[config.mk]
export PLATFORM = sky130hd
export DESIGN_NAME = johnson_seq_ctrl
export DESIGN_NICKNAME = d
export VERILOG_FILES = /design/src/rtl/johnson_pkg.sv /design/src/rtl/johnson_seq_ctrl_core.sv /design/src/rtl/johnson_seq_ctrl.sv
export SDC_FILE = /design/constraint.sdc
export NUM_CORES = 1
export LEC_CHECK = 0
export ABC_AREA = 1
export CORE_MARGIN = 2
export CORE_UTILIZATION = 51
export DETAILED_ROUTE_END_ITERATION = 16
export MAX_ROUTING_LAYER = met4
export PLACE_DENSITY = 0.8
export SLEW_MARGIN = 20
export SYNTH_ARGS = -nofsm -noshare
export SYNTH_HDL_FRONTEND = slang
export SYNTH_SLANG_ARGS = --single-unit
export TNS_END_PERCENT = 100
[constraint.sdc]
create_clock -name clk -period 1.9 [get_ports clk]
set_input_delay 0.38 -clock clk [delete_from_list [all_inputs] [get_ports clk]]
set_output_delay 0.38 -clock clk [all_outputs]
set_load 0.03 [all_outputs]
[src/rtl/johnson_pkg.sv]
// Shared types and helpers for the Johnson sequencer.
//   state_e            : controller FSM states
//   DIR_UP / DIR_DOWN  : shift direction encodings
//   is_legal_johnson() : true for the 2*w valid Johnson codes of width w
//   johnson_phase()    : one-hot phase index (up-direction order), 0 if illegal
// Helpers take a zero-extended code of up to JMAX_W bits plus the live width.
package johnson_pkg;

  typedef enum logic [1:0] {
    IDLE   = 2'd0,
    RUN    = 2'd1,
    PAUSED = 2'd2
  } state_e;

  localparam logic DIR_UP   = 1'b1;
  localparam logic DIR_DOWN = 1'b0;

  localparam int unsigned JMAX_W = 16;

  // Legal codes are thermometers 0..01..1, or their complements 1..10..0.
  // A value v is a low-aligned thermometer exactly when (v+1) & v == 0.
  function automatic logic is_legal_johnson(input logic [JMAX_W-1:0] q,
                                            input int unsigned       w);
    logic [JMAX_W-1:0] mask;
    logic [JMAX_W-1:0] v;
    logic [JMAX_W-1:0] nv;
    mask = '0;
    for (int unsigned i = 0; i < JMAX_W; i++) begin
      if (i < w) mask[i] = 1'b1;
    end
    v  = q & mask;
    nv = ~q & mask;
    return (((v + JMAX_W'(1)) & v) == '0) || (((nv + JMAX_W'(1)) & nv) == '0);
  endfunction

  // Filling phase (msb clear): index = number of ones.
  // Draining phase (msb set):  index = 2w - number of ones.
  function automatic logic [2*JMAX_W-1:0] johnson_phase(input logic [JMAX_W-1:0] q,
                                                        input int unsigned       w);
    logic [2*JMAX_W-1:0] ph;
    int unsigned ones;
    int unsigned idx;
    ph   = '0;
    ones = 0;
    for (int unsigned i = 0; i < JMAX_W; i++) begin
      if ((i < w) && q[i]) ones++;
    end
    if (is_legal_johnson(q, w)) begin
      idx     = q[w-1] ? (2 * w - ones) : ones;
      ph[idx] = 1'b1;
    end
    return ph;
  endfunction

endpackage

[src/rtl/johnson_seq_ctrl_core.sv]
// Johnson shift register.
//   clk, clear : clock, asynchronous active-high reset (register -> 0)
//   en         : perform one shift this edge
//   dir        : DIR_UP {q[W-2:0], ~q[W-1]}, DIR_DOWN {~q[0], q[W-1:1]}
//   sync_zero  : synchronous zero, overrides en
//   q          : current register value
module johnson_core
  import johnson_pkg::*;
#(
  parameter int unsigned WIDTH = 4
) (
  input  logic             clk,
  input  logic             clear,
  input  logic             en,
  input  logic             dir,
  input  logic             sync_zero,
  output logic [WIDTH-1:0] q
);

  logic [WIDTH-1:0] q_q;
  logic [WIDTH-1:0] q_d;

  always_comb begin
    q_d = q_q;
    if (sync_zero) begin
      q_d = '0;
    end else if (en) begin
      case (dir)
        DIR_UP:   q_d = {q_q[WIDTH-2:0], ~q_q[WIDTH-1]};
        DIR_DOWN: q_d = {~q_q[0], q_q[WIDTH-1:1]};
        default:  q_d = q_q;
      endcase
    end
  end

  always_ff @(posedge clk or posedge clear) begin
    if (clear) q_q <= '0;
    else       q_q <= q_d;
  end

  assign q = q_q;

endmodule

[src/rtl/johnson_seq_ctrl.sv]
// Command-driven sequencer stepping a Johnson counter.
//   clk, clear          : clock, asynchronous active-high reset
//   cmd_valid/cmd_ready : command handshake (ready only in IDLE)
//   cmd_dir, cmd_steps  : direction and number of shifts
//   abort, pause        : stop / hold the active command
//   q_out, phase        : Johnson register and its one-hot phase
//   busy                : RUN or PAUSED
//   done, aborted       : one-cycle completion pulses
//   err                 : sticky illegal-code flag, cleared by an accepted command
module johnson_seq_ctrl
  import johnson_pkg::*;
#(
  parameter int unsigned WIDTH = 4,
  parameter int unsigned CNT_W = 8
) (
  input  logic               clk,
  input  logic               clear,
  input  logic               cmd_valid,
  output logic               cmd_ready,
  input  logic               cmd_dir,
  input  logic [CNT_W-1:0]   cmd_steps,
  input  logic               abort,
  input  logic               pause,
  output logic [WIDTH-1:0]   q_out,
  output logic [2*WIDTH-1:0] phase,
  output logic               busy,
  output logic               done,
  output logic               aborted,
  output logic               err
);

  state_e           state_q, state_d;
  logic [CNT_W-1:0] rem_q, rem_d;
  logic             dir_q, dir_d;
  logic             done_q, done_d;
  logic             aborted_q, aborted_d;
  logic             err_q, err_d;

  logic [WIDTH-1:0] q_cur;
  logic             legal;
  logic             shift_en;
  logic             sync_zero;

  johnson_core #(
    .WIDTH(WIDTH)
  ) u_core (
    .clk      (clk),
    .clear    (clear),
    .en       (shift_en),
    .dir      (dir_q),
    .sync_zero(sync_zero),
    .q        (q_cur)
  );

  assign legal = is_legal_johnson(JMAX_W'(q_cur), WIDTH);
  assign phase = (2*WIDTH)'(johnson_phase(JMAX_W'(q_cur), WIDTH));
  assign q_out = q_cur;

  // Recovery outranks acceptance, so ready drops while the code is illegal
  // rather than handshaking a command that would be discarded.
  assign cmd_ready = (state_q == IDLE) && legal;
  assign busy      = (state_q != IDLE);
  assign done      = done_q;
  assign aborted   = aborted_q;
  assign err       = err_q;

  always_comb begin
    state_d   = state_q;
    rem_d     = rem_q;
    dir_d     = dir_q;
    done_d    = 1'b0;
    aborted_d = 1'b0;
    err_d     = err_q;
    shift_en  = 1'b0;
    sync_zero = 1'b0;

    if (!legal) begin
      sync_zero = 1'b1;
      err_d     = 1'b1;
      state_d   = IDLE;
      rem_d     = '0;
      aborted_d = (state_q != IDLE);
    end else begin
      case (state_q)
        IDLE: begin
          if (cmd_valid) begin
            dir_d = cmd_dir;
            rem_d = cmd_steps;
            err_d = 1'b0;
            if (cmd_steps == '0) done_d  = 1'b1;
            else                 state_d = RUN;
          end
        end
        RUN: begin
          if (abort) begin
            state_d   = IDLE;
            aborted_d = 1'b1;
          end else if (pause) begin
            state_d = PAUSED;
          end else begin
            shift_en = 1'b1;
            rem_d    = rem_q - CNT_W'(1);
            if (rem_q == CNT_W'(1)) begin
              state_d = IDLE;
              done_d  = 1'b1;
            end
          end
        end
        PAUSED: begin
          if (abort) begin
            state_d   = IDLE;
            aborted_d = 1'b1;
          end else if (!pause) begin
            state_d = RUN;
          end
        end
        default: state_d = IDLE;
      endcase
    end
  end

  always_ff @(posedge clk or posedge clear) begin
    if (clear) begin
      state_q   <= IDLE;
      rem_q     <= '0;
      dir_q     <= 1'b0;
      done_q    <= 1'b0;
      aborted_q <= 1'b0;
      err_q     <= 1'b0;
    end else begin
      state_q   <= state_d;
      rem_q     <= rem_d;
      dir_q     <= dir_d;
      done_q    <= done_d;
      aborted_q <= aborted_d;
      err_q     <= err_d;
    end
  end

endmodule

Word level (Yosys, flattened, before mapping)
Cells that the tools add are included.
{"block": "totals", "input_bits": 14, "output_inout_bits": 17, "elab_cells": 90, "register_bits": 18}
{"block": "classes", "reduce_logical": 13, "muxes": 42, "add_sub_neg": 7, "bitwise_logic": 6, "n_eq_ne": 13, "order_cmp": 2}
{"operator": "$mux 32", "n": 4}
{"operator": "$add 32x1->32 const B", "n": 2}
{"operator": "$mux 8", "n": 5}
{"operator": "$ge 32x1->1 const B", "n": 1}
{"operator": "$logic_not 16->1", "n": 2}
{"operator": "$lt 32x6->1 const B", "n": 1}
{"operator": "$sub 4x32->32 const A", "n": 1}
{"operator": "$mux 1", "n": 18}
{"operator": "$mux 2", "n": 8}
{"operator": "$pmux 8 s2", "n": 1}
{"operator": "$ne 3x3->1 const B", "n": 4}
{"operator": "$add 4x1->5 const B", "n": 2}
{"operator": "$and 5x4->5", "n": 2}
{"operator": "$eq 8x1->1 const B", "n": 1}
{"operator": "$logic_not 8->1", "n": 1}
{"operator": "$mux 4", "n": 2}
{"operator": "$pmux 4 s2", "n": 1}
{"operator": "$reduce_and 4->1", "n": 2}
{"operator": "$sub 8x1->8 const B", "n": 1}
{"operator": "$pmux 2 s3", "n": 1}
{"operator": "$demux 1 s5", "n": 1}
{"operator": "$ne 5x5->1 const B", "n": 1}
{"operator": "$ne 2x1->1 const B", "n": 2}
{"operator": "$ne 4x4->1 const B", "n": 1}
{"operator": "15 further kinds", "n": 18}

Depth between registers and ports, before layout
{"block": "logic_depth", "depth_word": 14, "depth_mapped": 11, "depth_no_buf": 11}

Modules after synthesis
From an unflattened synthesis, not the netlist that was laid out.
{"block": "unflattened", "hier_cells": 238, "hier_area_um2": 1579.0}
{"module": "johnson_seq_ctrl", "cells_each": 205, "instances": 1, "area_each_um2": 1357.6, "seq_area_each_um2": 350.3}
{"module": "johnson_core", "cells_each": 33, "instances": 1, "area_each_um2": 221.5, "seq_area_each_um2": 100.1}

Worst setup path after synthesis
OpenSTA, ideal clock, no wires.
{"block": "synth_timing", "path_kind": "register to output", "from": "reg u_core.q_q[0], in the netlist u_core.q[0]", "to": "out phase[1]", "path_stages_with_launch": 7, "arrival_time_ns": 1.927, "path_buffers": 0, "path_slack_ns": -0.407, "required_ns": 1.520, "path_cell_list": "dfrtp_1 > inv_1 > ha_1 > xnor2_1 > xor2_1 > nand2_1 > nor2_1"}
{"block": "synth_via", "elab_chain_cells": 14, "elab_cells_between_ends": 23, "classes_between": "6 x add/sub; 2 x order compare; 8 x mux; 3 x bitwise; 4 x reduce/logical"}
{"element": "start: declaration", "line": "johnson_seq_ctrl_core.sv:20", "source": "logic [WIDTH-1:0] q_q;"}
{"element": "start signal: assignment", "line": "johnson_seq_ctrl_core.sv:38", "source": "else q_q <= q_d;"}
{"element": "$mux 1", "line": "johnson_pkg.sv:46", "source": "if ((i < w) && q[i]) ones++;"}
{"element": "$add 1x1->2", "line": "johnson_pkg.sv:46"}
{"element": "$mux 32", "line": "johnson_pkg.sv:46"}
{"element": "$add 32x1->32", "line": "johnson_pkg.sv:46"}
{"element": "$mux 32", "line": "johnson_pkg.sv:46"}
{"element": "$add 32x1->32", "line": "johnson_pkg.sv:46"}
{"element": "$mux 32", "line": "johnson_pkg.sv:46"}
{"element": "$sub 4x32->32", "line": "johnson_pkg.sv:49", "source": "idx = q[w-1] ? (2 * w - ones) : ones;"}
{"element": "$mux 32", "line": "johnson_pkg.sv:49"}
{"element": "$ge 32x1->1 (not written as such) / $lt 32x6->1 (equally long branches)", "line": "johnson_pkg.sv:50", "source": "ph[idx] = 1'b1;"}
{"element": "$logic_and 1x1->1 (not written as such)", "line": "johnson_pkg.sv:50"}
{"element": "$mux 1 (not written as such)", "line": "johnson_pkg.sv:50"}
{"element": "$demux 1 s5", "line": "johnson_pkg.sv:50"}
{"element": "$mux 8 *", "line": "johnson_pkg.sv:48", "source": "if (is_legal_johnson(q, w)) begin"}
{"element": "end: declaration", "line": "johnson_seq_ctrl.sv:25", "source": "output logic [2*WIDTH-1:0] phase,"}
Every way passes the cells marked *; elsewhere a longest branch is shown, timed or not.

Final worst setup path
{"block": "layout_timing", "from": "reg u_core.q_q[0], in the netlist u_core.q[0]", "to": "out phase[6]"}
Same word-level chain as after synthesis.

==> impl.org <==
** Run status
- The run finished, with violations left.
- Violations in the final reports :: negative setup slack

** Global route
- Overflow left after global routing :: 0
- Global-route wire length before repair :: 6.53 mm
- Initial antenna violation count :: 0
- Overall fraction of global-route tracks in use :: between 20% and 30%
- Vias in the first global route :: 1522
- Largest net degree at the start of global routing :: 19

** Placed design
- Routability-driven placement finished with a final weighted congestion of 0.868.
- Post-detail-place hpwl :: 2.75 mm
- Counting tap cells, the placed design contains a total of about 300 instances.
- Post-DP Area :: 0.00199 sq mm
- Prior to clock tree synthesis, the placed netlist has a worst setup slack of -63.6 ps.
- Number of I/O port buffers :: 30

** Final layout
- Leaving out filler cells and counting taps, the final layout contains 310.
- End-of-flow core utilization :: 78.6%
- In the final design database the tool counted 304 nets.
- 0 antenna diodes ended up in the layout.
- Ratio of cells with drive above 1 in the final layout :: 25.8%
- Finished Cell Area :: about 0.0021 sq mm
- The area growth from synthesis to layout is 46.6%.

** Detailed routing
- 1st-pass router iterations :: 4
- The detailed router finished its first iteration with 73 violations.
- In the routed design, unresolved DRC markers number 0.
- The detailed router placed 1618 vias in this run.
- Post-detailed-route via-to-cell ratio :: 5.22
- Sum of routed wire length over all layers :: 3.78 mm
- After detailed routing, the average wire length per cell comes to 12.2 um.
- Once detail routing completed, the nets flagged for antenna violations numbered 0.

** Clock network
- Clock edge transition at the registers on the reported setup and hold paths :: ~120 ps
- In this run, CTS created clock tree buffers numbering 3.
- TritonCTS clock tree :: yes
- Worst-Skew Late Latency :: 300 ps
- Deepest clock path buffer count :: 2
- The tree built by TritonCTS fans out to 18 sinks.
- Cell chosen for the clock root :: sky130_fd_sc_hd__clkbuf_4
- CTS built an H-tree with a depth of 1.
- In this run, post-CTS hold repair placed 0 buffers.

** Floorplanning
- Chip height :: 57.6 um
- The floorplan has 19 rows.
- The core region is 0.00273 sq mm.
- Die extent in x :: around 58 um
- Once the floorplan was initialized, standard cells occupied 53.6% of the core.
- Die area :: around 0.0033 sq mm
- # IOs :: 31

** Synth
- Cell with the most instances after synthesis :: sky130_fd_sc_hd__nand2_1
- Of the synthesized area, sequential elements account for 30.7%.
- The number of different library cells used by synthesis comes to 25.
- Total nets after synthesis :: 252
- Mean cell area of the mapped netlist :: 6.43 sq um
- The most used flip-flop cell after synthesis is sky130_fd_sc_hd__dfrtp_1.
- After synthesis, the largest area contributor takes up 30.7% of total cell area.
- EDFF count, synth :: 0
- Top cells by instance count after synthesis :: 64 x sky130_fd_sc_hd__nand2_1, 32 x sky130_fd_sc_hd__inv_1, 27 x sky130_fd_sc_hd__nor2_1, 21 x sky130_fd_sc_hd__nand3_1, 18 x sky130_fd_sc_hd__dfrtp_1
- sky130_fd_sc_hd__dfrtp_1 takes more of the synthesized area than any other cell.
- Summing every instance area after synthesis gives roughly 0.0015 sq mm.
- Yosys warnings :: 0
- Number of flip-flops and latches in the synthesized netlist :: 18
- Largest cells by area after synthesis :: sky130_fd_sc_hd__dfrtp_1 31%, sky130_fd_sc_hd__nand2_1 16%, sky130_fd_sc_hd__ha_1 8.5%
- In the synthesized netlist the async set-or-reset flop fraction comes to 100%.
- Cells after Synth :: 228

** STA
- The final number of hold-violating endpoints is 0.
- Ratio of final minimum period to clock period :: 117%
- Max Clk Rate :: approximately 450 MHz
- The worst path in the final design needs a cycle of between 2000 and 2500 ps, including I/O delays and setup.
- Slack of the critical path :: -315 ps
- Setup-violating endpoint count in the final report :: 9
- Setup repair after global routing could not meet its margin everywhere.
- Least-Margin Pin Slew :: 349 ps
- Headroom to the max-slew limit came out at 76.7%.
- The number of max-slew violations in the final report came to 0.
- Clock tree skew after final layout :: 3.32 ps

** Setup path
- The number of cells on the worst reg-to-reg path is 9.
- The worst setup path is captured at an output pin.
- Data required time of the critical path :: 1520 ps
- In this run the worst path has a maximum fanout of 4.
- Origin of the critical flop-to-flop path :: state_q[0]$_DFFE_PP0P_
- Type of element launching the critical path :: flip-flop
- Arrival time reported for the critical path endpoint :: 1840 ps
- Launching element of the worst setup path :: u_core.q[0]$_DFFE_PP0P_
- By startpoint and endpoint, the worst setup path is classified as flip-flop to output pin.
- Endpoint of the worst setup timing path :: phase[6]
- Setup slack on the worst reg-to-reg path comes out at 170 ps.
- Endpoint of the lowest-slack register-to-register path :: state_q[0]$_DFFE_PP0P_

** Pwr
- Reported leakage power :: 1.13 nW
- The worst-case IR drop observed on VDD is 2.23 mV.
- PnR Total Power :: 4.42 mW
- In this run the power density over the cells is 2050 mW/mm^2.

** Job
- The tool flagged a number of max-cap violations equal to 0.

** Hold path
- Worst min path class :: input pin to async pin
## worst min path at each step
stage                     from  cells past startpoint  slack (ps)                   end
2_1_floorplan            clear                      1         320     aborted$_DFF_PP0_
4_1_cts                  clear                      3         390  rem_q[5]$_DFFE_PP0P_
3_5_place_dp   err$_DFFE_PP0P_                      2         470       err$_DFFE_PP0P_
3_3_place_gp   err$_DFFE_PP0P_                      2         470       err$_DFFE_PP0P_
5_1_grt                  clear                      3         400  rem_q[4]$_DFFE_PP0P_
6_report                 clear                      3         390  rem_q[3]$_DFFE_PP0P_
## placed cells by master, fill, tap and decap left out, types with 2 or more instances in the layout
| cell | Yosys | routed |
|---|---|---|
| sky130_fd_sc_hd__nand2_4 | 1 | 5 |
| sky130_fd_sc_hd__ha_1 | 10 | 7 |
| sky130_fd_sc_hd__dlymetal6s2s_1 | 0 | 2 |
| sky130_fd_sc_hd__dfrtp_2 | 0 | 2 |
| sky130_fd_sc_hd__xor2_2 | 0 | 3 |
| sky130_fd_sc_hd__nand3_1 | 21 | 21 |
| sky130_fd_sc_hd__a21oi_1 | 11 | 10 |
| sky130_fd_sc_hd__clkdlybuf4s50_1 | 0 | 16 |
| sky130_fd_sc_hd__nand2_1 | 64 | 59 |
| sky130_fd_sc_hd__dfrtp_1 | 18 | 16 |
| sky130_fd_sc_hd__buf_6 | 1 | 11 |
| sky130_fd_sc_hd__nor2_1 | 27 | 17 |
| sky130_fd_sc_hd__clkbuf_4 | 0 | 3 |
| sky130_fd_sc_hd__nor2_2 | 0 | 2 |
| sky130_fd_sc_hd__nor2_4 | 0 | 8 |
| sky130_fd_sc_hd__o21ai_1 | 8 | 8 |
| sky130_fd_sc_hd__inv_2 | 4 | 6 |
| sky130_fd_sc_hd__o21ai_0 | 12 | 12 |
| sky130_fd_sc_hd__dlygate4sd2_1 | 0 | 3 |
| sky130_fd_sc_hd__ha_2 | 0 | 2 |
| sky130_fd_sc_hd__inv_1 | 32 | 30 |
| sky130_fd_sc_hd__buf_4 | 1 | 18 |
| sky130_fd_sc_hd__nand2_2 | 3 | 4 |
| sky130_fd_sc_hd__nand4_1 | 2 | 2 |
## worst max-delay path: stages, from the launching register on
cell and delay (ps):
sky130_fd_sc_hd__dfrtp_2 450, sky130_fd_sc_hd__inv_2 80, sky130_fd_sc_hd__ha_4 210, sky130_fd_sc_hd__xnor2_2 130, sky130_fd_sc_hd__xor2_1 170, sky130_fd_sc_hd__inv_1 120
sky130_fd_sc_hd__nand2_2 110, sky130_fd_sc_hd__nor2_4 120, sky130_fd_sc_hd__buf_6 130
## through the flow
step / hold slack [ps] / setup TNS, ps
detailed placement: 474 / -313
CTS: 394 / -2680
floorplan: 318 / -683
finish: 387 / -2600
global route: 401 / -3490
global placement: 472 / -50.5
## layer usage
metal / track usage (%) / part of all wire, % / vias to the layer above
met3: 3.79 / 5.2 / 6
met4: 9.63 / 1.0 / 0
met5: - / 0 / -
met2: 43.2 / 50 / 52
met1: 32.6 / 44 / 741
li1: - / - / 819
## registers in the layout, indices dropped and copies added (netlist names)
name      count
aborted       1
done          1
err           1
u_core.q      4
state_q       2
dir_q         1
rem_q         8
## power breakdown
| part | leakage [nW] | internal [mW] | switching [mW] | total, mW |
|---|---|---|---|---|
| registers | 0.225 | 0.561 | 0.163 | 0.723 |
| logic | 0.888 | 1.40 | 2.05 | 3.44 |
| clock network | 0.0210 | 0.117 | 0.134 | 0.251 |
| total | 1.13 | 2.07 | 2.34 | 4.42 |
## cell type report
type | instances | area (sq um)
multi-input combinational | 170 | 1010
fill | 213 | 584
timing repair buffer | 50 | 470
sequential | 18 | 453
inverter | 37 | 139
tap | 31 | 38.8
clock buffer | 4 | 36.3
## kinds of logic (layout without fill, tap and decap cells)
| logic type | after synthesis | count (layout) | synth area share (%) |
|---|---|---|---|
| flops | 18 | 18 | 30.7 |
| simple gates | 121 | 121 | 34.8 |
| buf+inv | 40 | 91 | 11.0 |
| xor+xnor | 5 | 5 | 2.99 |
| compound gates | 34 | 34 | 11.9 |
| fa+ha+maj | 10 | 10 | 8.53 |
## repair_timing
action | in CTS | in global routing
setup buffers | 2 | 1
resized for setup | 28 | 3
pin swaps | 15 | 3
hold endpoints to repair | 0 | 0
endpoints found under the setup margin | 12 | 11
Note: power is estimated with default switching activity, not from simulation.
